<file path="config.mk">
export PLATFORM = sky130hd
export DESIGN_NAME = fifo_rr_dequeue
export DESIGN_NICKNAME = d
export VERILOG_FILES = /design/src/rtl/fifo_rr_dequeue_pkg.sv /design/src/rtl/fifo_rr_dequeue_rr_select.sv /design/src/rtl/fifo_rr_dequeue.sv
export SDC_FILE = /design/constraint.sdc
export NUM_CORES = 1
export LEC_CHECK = 0
export CORE_ASPECT_RATIO = 0.8
export CORE_UTILIZATION = 49
export DETAILED_ROUTE_END_ITERATION = 16
export GPL_TIMING_DRIVEN = 0
export PLACE_DENSITY = 0.92
export SYNTH_ARGS = -nofsm -noshare
export SYNTH_HDL_FRONTEND = slang
export SYNTH_SLANG_ARGS = --single-unit
</file>
<file path="constraint.sdc">
create_clock -name clk -period 2.98 [get_ports clk]
set_input_delay 0.447 -clock clk [delete_from_list [all_inputs] [get_ports clk]]
set_output_delay 0.447 -clock clk [all_outputs]
set_load 0.01 [all_outputs]
</file>
<file path="src/rtl/fifo_rr_dequeue_pkg.sv">
// Shared constants and helpers for the round-robin FIFO dequeue stage.
package fifo_rr_dequeue_pkg;

  localparam int BUF_DEPTH = 2;

  typedef logic [1:0] cnt_t;

  function automatic cnt_t nextCount(input cnt_t cnt, input logic push, input logic pop);
    return cnt + cnt_t'(push) - cnt_t'(pop);
  endfunction

endpackage

</file>
<file path="src/rtl/fifo_rr_dequeue_rr_select.sv">
// Combinational round-robin picker: the first eligible queue after lastGrant_i wins,
// found by scanning a doubled copy of the eligible vector so the wrap needs no modulo.
module rr_select #(
  parameter int NUM_QUEUES = 4,
  parameter int QID_WIDTH  = $clog2(NUM_QUEUES)
) (
  input  logic [NUM_QUEUES-1:0] eligible_i,
  input  logic [QID_WIDTH-1:0]  lastGrant_i,
  output logic                  grantValid_o,
  output logic [QID_WIDTH-1:0]  grantIdx_o
);

  localparam int PW = $clog2(2 * NUM_QUEUES);

  logic [2*NUM_QUEUES-1:0] doubled;
  logic [PW-1:0]           pos;
  logic [PW-1:0]           wrapped;

  assign doubled = {eligible_i, eligible_i};

  // Scan farthest-first so the nearest eligible queue is the final assignment.
  always_comb begin
    grantValid_o = 1'b0;
    grantIdx_o   = '0;
    pos          = '0;
    wrapped      = '0;
    for (int k = NUM_QUEUES; k >= 1; k--) begin
      pos     = PW'(lastGrant_i) + PW'(k);
      wrapped = (pos >= PW'(NUM_QUEUES)) ? pos - PW'(NUM_QUEUES) : pos;
      if (doubled[pos]) begin
        grantValid_o = 1'b1;
        grantIdx_o   = QID_WIDTH'(wrapped);
      end
    end
  end

endmodule

</file>
<file path="src/rtl/fifo_rr_dequeue.sv">
// Round-robin dequeue of several upstream FIFOs into one valid/ready stream,
// registered through a 2-entry skid buffer so m_ready never reaches fifo_rd_en.
module fifo_rr_dequeue
  import fifo_rr_dequeue_pkg::*;
#(
  parameter int DATA_WIDTH = 8,
  parameter int NUM_QUEUES = 4,
  parameter int QID_WIDTH  = $clog2(NUM_QUEUES)
) (
  input  logic                             clk,
  input  logic                             rst,
  input  logic [NUM_QUEUES-1:0]            fifo_empty,
  input  logic [NUM_QUEUES*DATA_WIDTH-1:0] fifo_data,
  output logic [NUM_QUEUES-1:0]            fifo_rd_en,
  input  logic [NUM_QUEUES-1:0]            q_enable,
  output logic                             m_valid,
  input  logic                             m_ready,
  output logic [DATA_WIDTH-1:0]            m_data,
  output logic [QID_WIDTH-1:0]             m_qid
);

  logic [NUM_QUEUES-1:0] eligible;
  logic                  grantValid;
  logic [QID_WIDTH-1:0]  grantIdx;
  logic [DATA_WIDTH-1:0] grantData;
  logic                  push;
  logic                  pop;

  logic [QID_WIDTH-1:0]  lastGrant_q, lastGrant_d;
  cnt_t                  cnt_q, cnt_d;
  logic                  rdPtr_q, rdPtr_d;
  logic                  wrPtr_q, wrPtr_d;
  logic [DATA_WIDTH-1:0] bufData_q [BUF_DEPTH];
  logic [QID_WIDTH-1:0]  bufQid_q  [BUF_DEPTH];

  assign eligible = ~fifo_empty & q_enable;

  rr_select #(
    .NUM_QUEUES (NUM_QUEUES),
    .QID_WIDTH  (QID_WIDTH)
  ) u_rr_select (
    .eligible_i   (eligible),
    .lastGrant_i  (lastGrant_q),
    .grantValid_o (grantValid),
    .grantIdx_o   (grantIdx)
  );

  // Outputs are forced quiet while reset is held, not just after the reset edge.
  assign push    = grantValid && (cnt_q < cnt_t'(BUF_DEPTH)) && !rst;
  assign m_valid = (cnt_q != '0) && !rst;
  assign m_data  = rst ? '0 : bufData_q[rdPtr_q];
  assign m_qid   = rst ? '0 : bufQid_q[rdPtr_q];
  assign pop     = m_valid && m_ready;

  always_comb begin
    fifo_rd_en = '0;
    grantData  = '0;
    for (int i = 0; i < NUM_QUEUES; i++) begin
      if (grantIdx == QID_WIDTH'(i)) begin
        fifo_rd_en[i] = push;
        grantData     = fifo_data[i*DATA_WIDTH +: DATA_WIDTH];
      end
    end
  end

  always_comb begin
    lastGrant_d = push ? grantIdx : lastGrant_q;
    cnt_d       = nextCount(cnt_q, push, pop);
    rdPtr_d     = rdPtr_q ^ pop;
    wrPtr_d     = wrPtr_q ^ push;
  end

  always_ff @(posedge clk) begin
    if (rst) begin
      lastGrant_q <= QID_WIDTH'(NUM_QUEUES - 1);
      cnt_q       <= '0;
      rdPtr_q     <= 1'b0;
      wrPtr_q     <= 1'b0;
      for (int i = 0; i < BUF_DEPTH; i++) begin
        bufData_q[i] <= '0;
        bufQid_q[i]  <= '0;
      end
    end else begin
      lastGrant_q <= lastGrant_d;
      cnt_q       <= cnt_d;
      rdPtr_q     <= rdPtr_d;
      wrPtr_q     <= wrPtr_d;
      if (push) begin
        bufData_q[wrPtr_q] <= grantData;
        bufQid_q[wrPtr_q]  <= grantIdx;
      end
    end
  end

endmodule

</file>
Word-level counts from Yosys, hierarchy flattened
Memory sizes are Yosys's and may differ from the RTL's. A register that Yosys moved wholly into a read port is not among the register bits.
Index checks and enable logic that the tools add are counted.
W data, S select, Z words.
{"block": "totals", "regBits": 6, "latch_bits": 0, "mem_bits_rw": 20, "romBits": 0, "input_bits": 43, "out_inout_bits": 15, "word_cells": 84, "mem_count": 2}
{"name": "bufData_q", "words": 2, "word_bits": 8, "rd": 1, "rd_clocked_by_memory_dff": 1, "write_ports": 2, "line": "fifo_rr_dequeue.sv:33", "source": "logic [DATA_WIDTH-1:0] bufData_q [BUF_DEPTH];"}
{"name": "bufQid_q", "words": 2, "word_bits": 2, "rd": 1, "rd_clocked_by_memory_dff": 1, "write_ports": 2, "line": "fifo_rr_dequeue.sv:34", "source": "logic [QID_WIDTH-1:0] bufQid_q [BUF_DEPTH];"}
{"block": "classes", "n_addsub": 10, "n_mul": 0, "div_mod_pow": 0, "magnitude_cmp": 9, "eq_ne": 3, "shifts": 0, "n_mux": 43, "bitwise_logic": 4, "reduce_logical": 9}
{"op": "$mux W8", "n": 6}
{"op": "$mux W1", "n": 23}
{"op": "$mux W2", "n": 10}
{"op": "$lt A3 B4 Y1 const B", "n": 4}
{"op": "$bmux W1 S3", "n": 4}
{"op": "$ge A3 B3 Y1 const B", "n": 4}
{"op": "$reduce_or A8 Y1", "n": 1}
{"op": "$sub A2 B1 Y2 const B", "n": 4}
{"op": "$add A2 B2 Y3 const B", "n": 2}
{"op": "$and A4 B4 Y4", "n": 1}
{"op": "$eq A2 B2 Y1 const B", "n": 2}
{"op": "$logic_and A1 B1 Y1", "n": 4}
{"op": "$not A4 Y4", "n": 1}
{"op": "$add A2 B1 Y3 const B", "n": 1}
{"op": "$add A2 B3 Y3 const B", "n": 1}
{"op": "$add A2 B1 Y2", "n": 1}
{"op": "$eq A2 B1 Y1 const B", "n": 1}
{"op": "$logic_not A2 Y1", "n": 1}
{"op": "$lt A2 B2 Y1 const B", "n": 1}
{"op": "$reduce_bool A2 Y1", "n": 1}
{"op": "$reduce_or A2 Y1", "n": 1}
{"op": "$sub A2 B1 Y2", "n": 1}
{"op": "$xor A1 B1 Y1", "n": 2}
{"op": "$logic_not A1 Y1", "n": 1}

Depth between registers and ports, before layout
{"block": "logic_depth", "word_depth": 15, "ltp_mapped": 10, "ltp_nobuf": 8}

By module
From an unflattened synthesis, not the netlist that was laid out.
{"block": "unflattened", "hier_cells": 141, "area_unflattened_um2": 1617.8}
{"mod": "fifo_rr_dequeue", "instances": 1, "cells_per_inst": 117, "area_per_inst_um2": 1443.9, "seq_area_each_um2": 720.7}
{"mod": "rr_select", "instances": 1, "cells_per_inst": 24, "area_per_inst_um2": 173.9, "seq_area_each_um2": 0.0}

Worst setup path after synthesis
No wires, ideal clock.
{"block": "synth_timing", "path_type": "register -> output", "startpoint": "register lastGrant_q[0]", "endpoint": "output fifo_rd_en[0]", "t_arrival_ns": 1.870, "required_time_ns": 2.533, "setup_slack_ns": 0.663, "stages_incl_launch_ff": 8, "path_buffers": 2, "path_cell_list": "dfxtp_1 > ha_1 > buf_4 > and4bb_1 > a31oi_4 > clkbuf_1 > a21oi_1 > nor2_1"}
{"block": "synth_between", "elab_chain_len": 10, "word_cells_on_any_way": 36, "classes_between": "add/sub: 8; order compare: 4; mux: 21; reduce/logical: 3"}
{"element": "start, declared", "line": "fifo_rr_dequeue.sv:29", "source": "logic [QID_WIDTH-1:0] lastGrant_q, lastGrant_d;"}
{"element": "start signal, assigned", "line": "fifo_rr_dequeue.sv:75", "source": "lastGrant_q <= QID_WIDTH'(NUM_QUEUES - 1);"}
{"element": "start signal, assigned", "line": "fifo_rr_dequeue.sv:84", "source": "lastGrant_q <= lastGrant_d;"}
{"element": "$add A2 B3 Y3", "line": "fifo_rr_dequeue_rr_select.sv:28", "source": "pos = PW'(lastGrant_i) + PW'(k);"}
{"element": "$bmux W1 S3", "line": "fifo_rr_dequeue_rr_select.sv:30", "source": "if (doubled[pos]) begin"}
{"element": "$mux W1 (implied by the code)", "line": "fifo_rr_dequeue_rr_select.sv:30"}
{"element": "$mux W1 (4 in series)", "line": "fifo_rr_dequeue_rr_select.sv:30"}
{"element": "$logic_and A1 B1 Y1 (2 in series)", "line": "fifo_rr_dequeue.sv:49", "source": "assign push = grantValid && (cnt_q < cnt_t'(BUF_DEPTH)) && !rst;"}
{"element": "$mux W1 *", "line": "fifo_rr_dequeue.sv:59", "source": "if (grantIdx == QID_WIDTH'(i)) begin"}
{"element": "end, declared", "line": "fifo_rr_dequeue.sv:14", "source": "output logic [NUM_QUEUES-1:0] fifo_rd_en,"}
Mark *: on every way between the ends. The rest lies on a longest branch, timed or not. The select of a mux whose other input is x is not followed.

==> impl_metrics.ini <==
[run_status]
status = completed

[clock_network]
cts_made_buffers = 3
hold_buffers = 0
cts_root_buffer = clkbuf_8
cts-htree-levels = 1
clock_sinks = 26
clk_latency_ns = 0.26
cts_tree = yes
clock_path_buffers = 2
cts.clk_slew.worst_paths_ns = 0.08

[hold_path]
hold-path-cell-count = 2
hp-class = in2reg
hold_start = rst
hold_end = cnt_q[1]

[timing]
setup_violations = 0
post-route-period-util_pct = 94.8
min_period_ns = 2.83
grt_setup_unrepaired = false
hold_violations = 0
whs_ns = 0.513
fmax_ghz = 0.354
relSlewSlack_pct = 52.0
max_slew.worst_pin.slew_ns = 0.719
slew_violations = 0
finalClockSkew_ns = 0.00142
timing.final.ws_setup_ns = 0.154

[drt]
vias = 1859
drt_wl_total_um = 4900
drt_pass1_iterations = 4
post-route-drc-count = 0
wl_per_cell_um = 14.6
viasPerCell = 5.53
ant_nets = 0
drt_iter0_drc = 101

[worst_setup_path]
crit_chain = ha_1 > buf_4 > and4bb_1 > a31oi_4 > buf_2 > o2bb2ai_1 > a311oi_1 > mux2i_1 > and2_1
critPathRequiredTime_ns = 3.01
critPathCaptureType = flop
worstRegToRegCells = 9
path_max_fanout = 16
critPathKind = reg2reg
worst_ep_arrival_time_ns = 2.86
cp-start-kind = flop
cp_slowest_cell = a31oi_4
reg2reg_from = lastGrant_q[0]
slowest_delay_ns = 0.46
rr_endpoint = bufData_q[1][3]
r2r_slack_ns = 0.15

[floorplanning]
num_rows = 20
ios = 58
die_area_um2 = 4550
fp.dieW_um = 75.2
die_h_um = 60.5
core_area_um2 = 3950
start_util_pct = 53.1

[layout]
areaGrowthSynthToFinish_pct = 34.6
final_nets = 330
final_common_cell = clkdlybuf4s50_1
num_antenna_cells = 0
layout-drive-gt1-share_pct = 12.5
layout_common_cells = 52 x clkdlybuf4s50_1, 22 x and2_1, 20 x mux2i_1, 20 x nor2_1, 20 x edfxtp_1
stdcell_count = 336

[global_route]
antenna_found_initial = 0
grt_max_degree = 17
grt_pass1_vias = 1672
grt-ovfl-total = 0
grt.total_usage_pct = 22.8
grt_pass1_wl_um = 7760

[pwr]
p_clk_share_pct = 14.5
leakagePower_nw = 1.04
cellPowerDensity_nw_per_um2 = 538
p_sw_mw = 0.539
p_seq_share_pct = 34.0
swShare_pct = 35.4
combPwrFrac_pct = 51.5
ir_worst_vdd_v = 0.000245
p_int_mw = 0.981

[logic_synthesis]
syn_area_um2 = 2100
synth_area_per_cell_um2 = 9.63
synth_cell_types = 40
syn_nets = 266
synth_edf_count = 20
syn_inst = 218
ys_ff_latch = 26
ys_async_sr_fraction_pct = 0
synth_ff_type = edfxtp_1
ys_seq_area_share_pct = 34.3
yosysWarningCount = 0

[run]
drv_cap = 0

[place]
dp_hpwl_um = 3750
place_ws_ns = -0.289
placed_cells = 329
gp_congestion = 0.857
port_buffers = 56
-- synth_stat cells (4+ instances only) --
master,instances,area share [%]
a311oi_1,13,5.4
and2_1,22,6.6
buf_6,5,2.7
clkbuf_1,8,1.4
dfxtp_1,6,5.7
edfxtp_1,20,29
ha_1,5,3.0
inv_1,4,0.72
mux2i_1,20,9.5
nand2_1,4,0.72
nand2b_1,5,1.5
nor2_1,20,3.6
nor3_1,16,3.8
o21ai_0,18,4.3
o2bb2ai_1,16,6.7
-- timing repair --
item / 4_1_cts / 5_1_grt
hold endpoints to repair: 0 / 0
endpoints found under the setup margin: 4 / 2
pin swaps: 3 / 0
setup buffers: 4 / 0
resized for setup: 7 / 1
-- worst max-delay path, delay by kind of cell, from the launching register on --
family / cells / cell delay [ns]
simple gates: 2 / 0.41
fa+ha+maj: 1 / 0.33
compound gates: 3 / 0.86
flops: 1 / 0.33
buf+inv: 2 / 0.51
mux: 1 / 0.16
-- stage by stage --
step	power, mW	TNS (ns)	utilization [%]	cell area, um2
finish	1.52	0	71.4	2820
global route	1.62	0	71.4	2820
CTS	1.51	0	71.2	2820
detailed placement	1.28	-0.989	69.0	2730
global placement	1.25	-0.835	69.0	2730
floorplan	1.04	0	-	2100
-- layout make-up --
cell class	count	area (um2)
Buffer	19	125
Inverter	5	18.8
Clock buffer	4	55.1
Fill cell	324	1130
Tap cell	55	68.8
Sequential cell	26	721
Timing Repair Buffer	60	586
Multi-Input combinational cell	167	1250
-- kinds of logic after synthesis --
group | synth area share, %
AO/OA/AOI/OAI | 25.0
XOR/XNOR | 1.25
adder cells (fa/ha/maj) | 2.98
buffers and inverters | 6.98
flip-flops | 34.3
multiplexers | 9.54
AND/OR/NAND/NOR | 19.9
-- power by group through the flow --
| stage | Clock, mW | Combinational [mW] | Sequential (mW) |
|---|---|---|---|
| after floorplan | 0 | 0.525 | 0.516 |
| after global placement | 0 | 0.731 | 0.522 |
| after detailed placement | 0 | 0.757 | 0.525 |
| after CTS | 0.219 | 0.774 | 0.517 |
| after global routing | 0.242 | 0.857 | 0.525 |
| final | 0.221 | 0.782 | 0.517 |
-- registers in the layout, summed over array words and instances (netlist names) --
| name | cells |
|---|---|
| cnt_q | 2 |
| wrPtr_q | 1 |
| rdPtr_q | 1 |
| bufData_q | 16 |
| bufQid_q | 4 |
| lastGrant_q | 2 |
-- how the worst max path moves through the flow --
stage | end | from | cells after the start
after floorplan | fifo_rd_en[0] | lastGrant_q[0] | 7
after global placement | fifo_rd_en[0] | fifo_empty[3] | 7
after detailed placement | fifo_rd_en[1] | fifo_empty[3] | 7
after CTS | fifo_rd_en[1] | lastGrant_q[0] | 10
after global routing | bufData_q[0][5] | lastGrant_q[0] | 9
final | bufData_q[1][3] | lastGrant_q[0] | 9
-- per-layer routing --
layer	track usage [%]	wire, um	up-vias
met5	0	0	-
met4	6.61	68	0
li1	-	-	941
met2	39.6	2330	70
met3	1.50	208	8
met1	31.0	2290	840
Power figures use the tool's default switching activity.
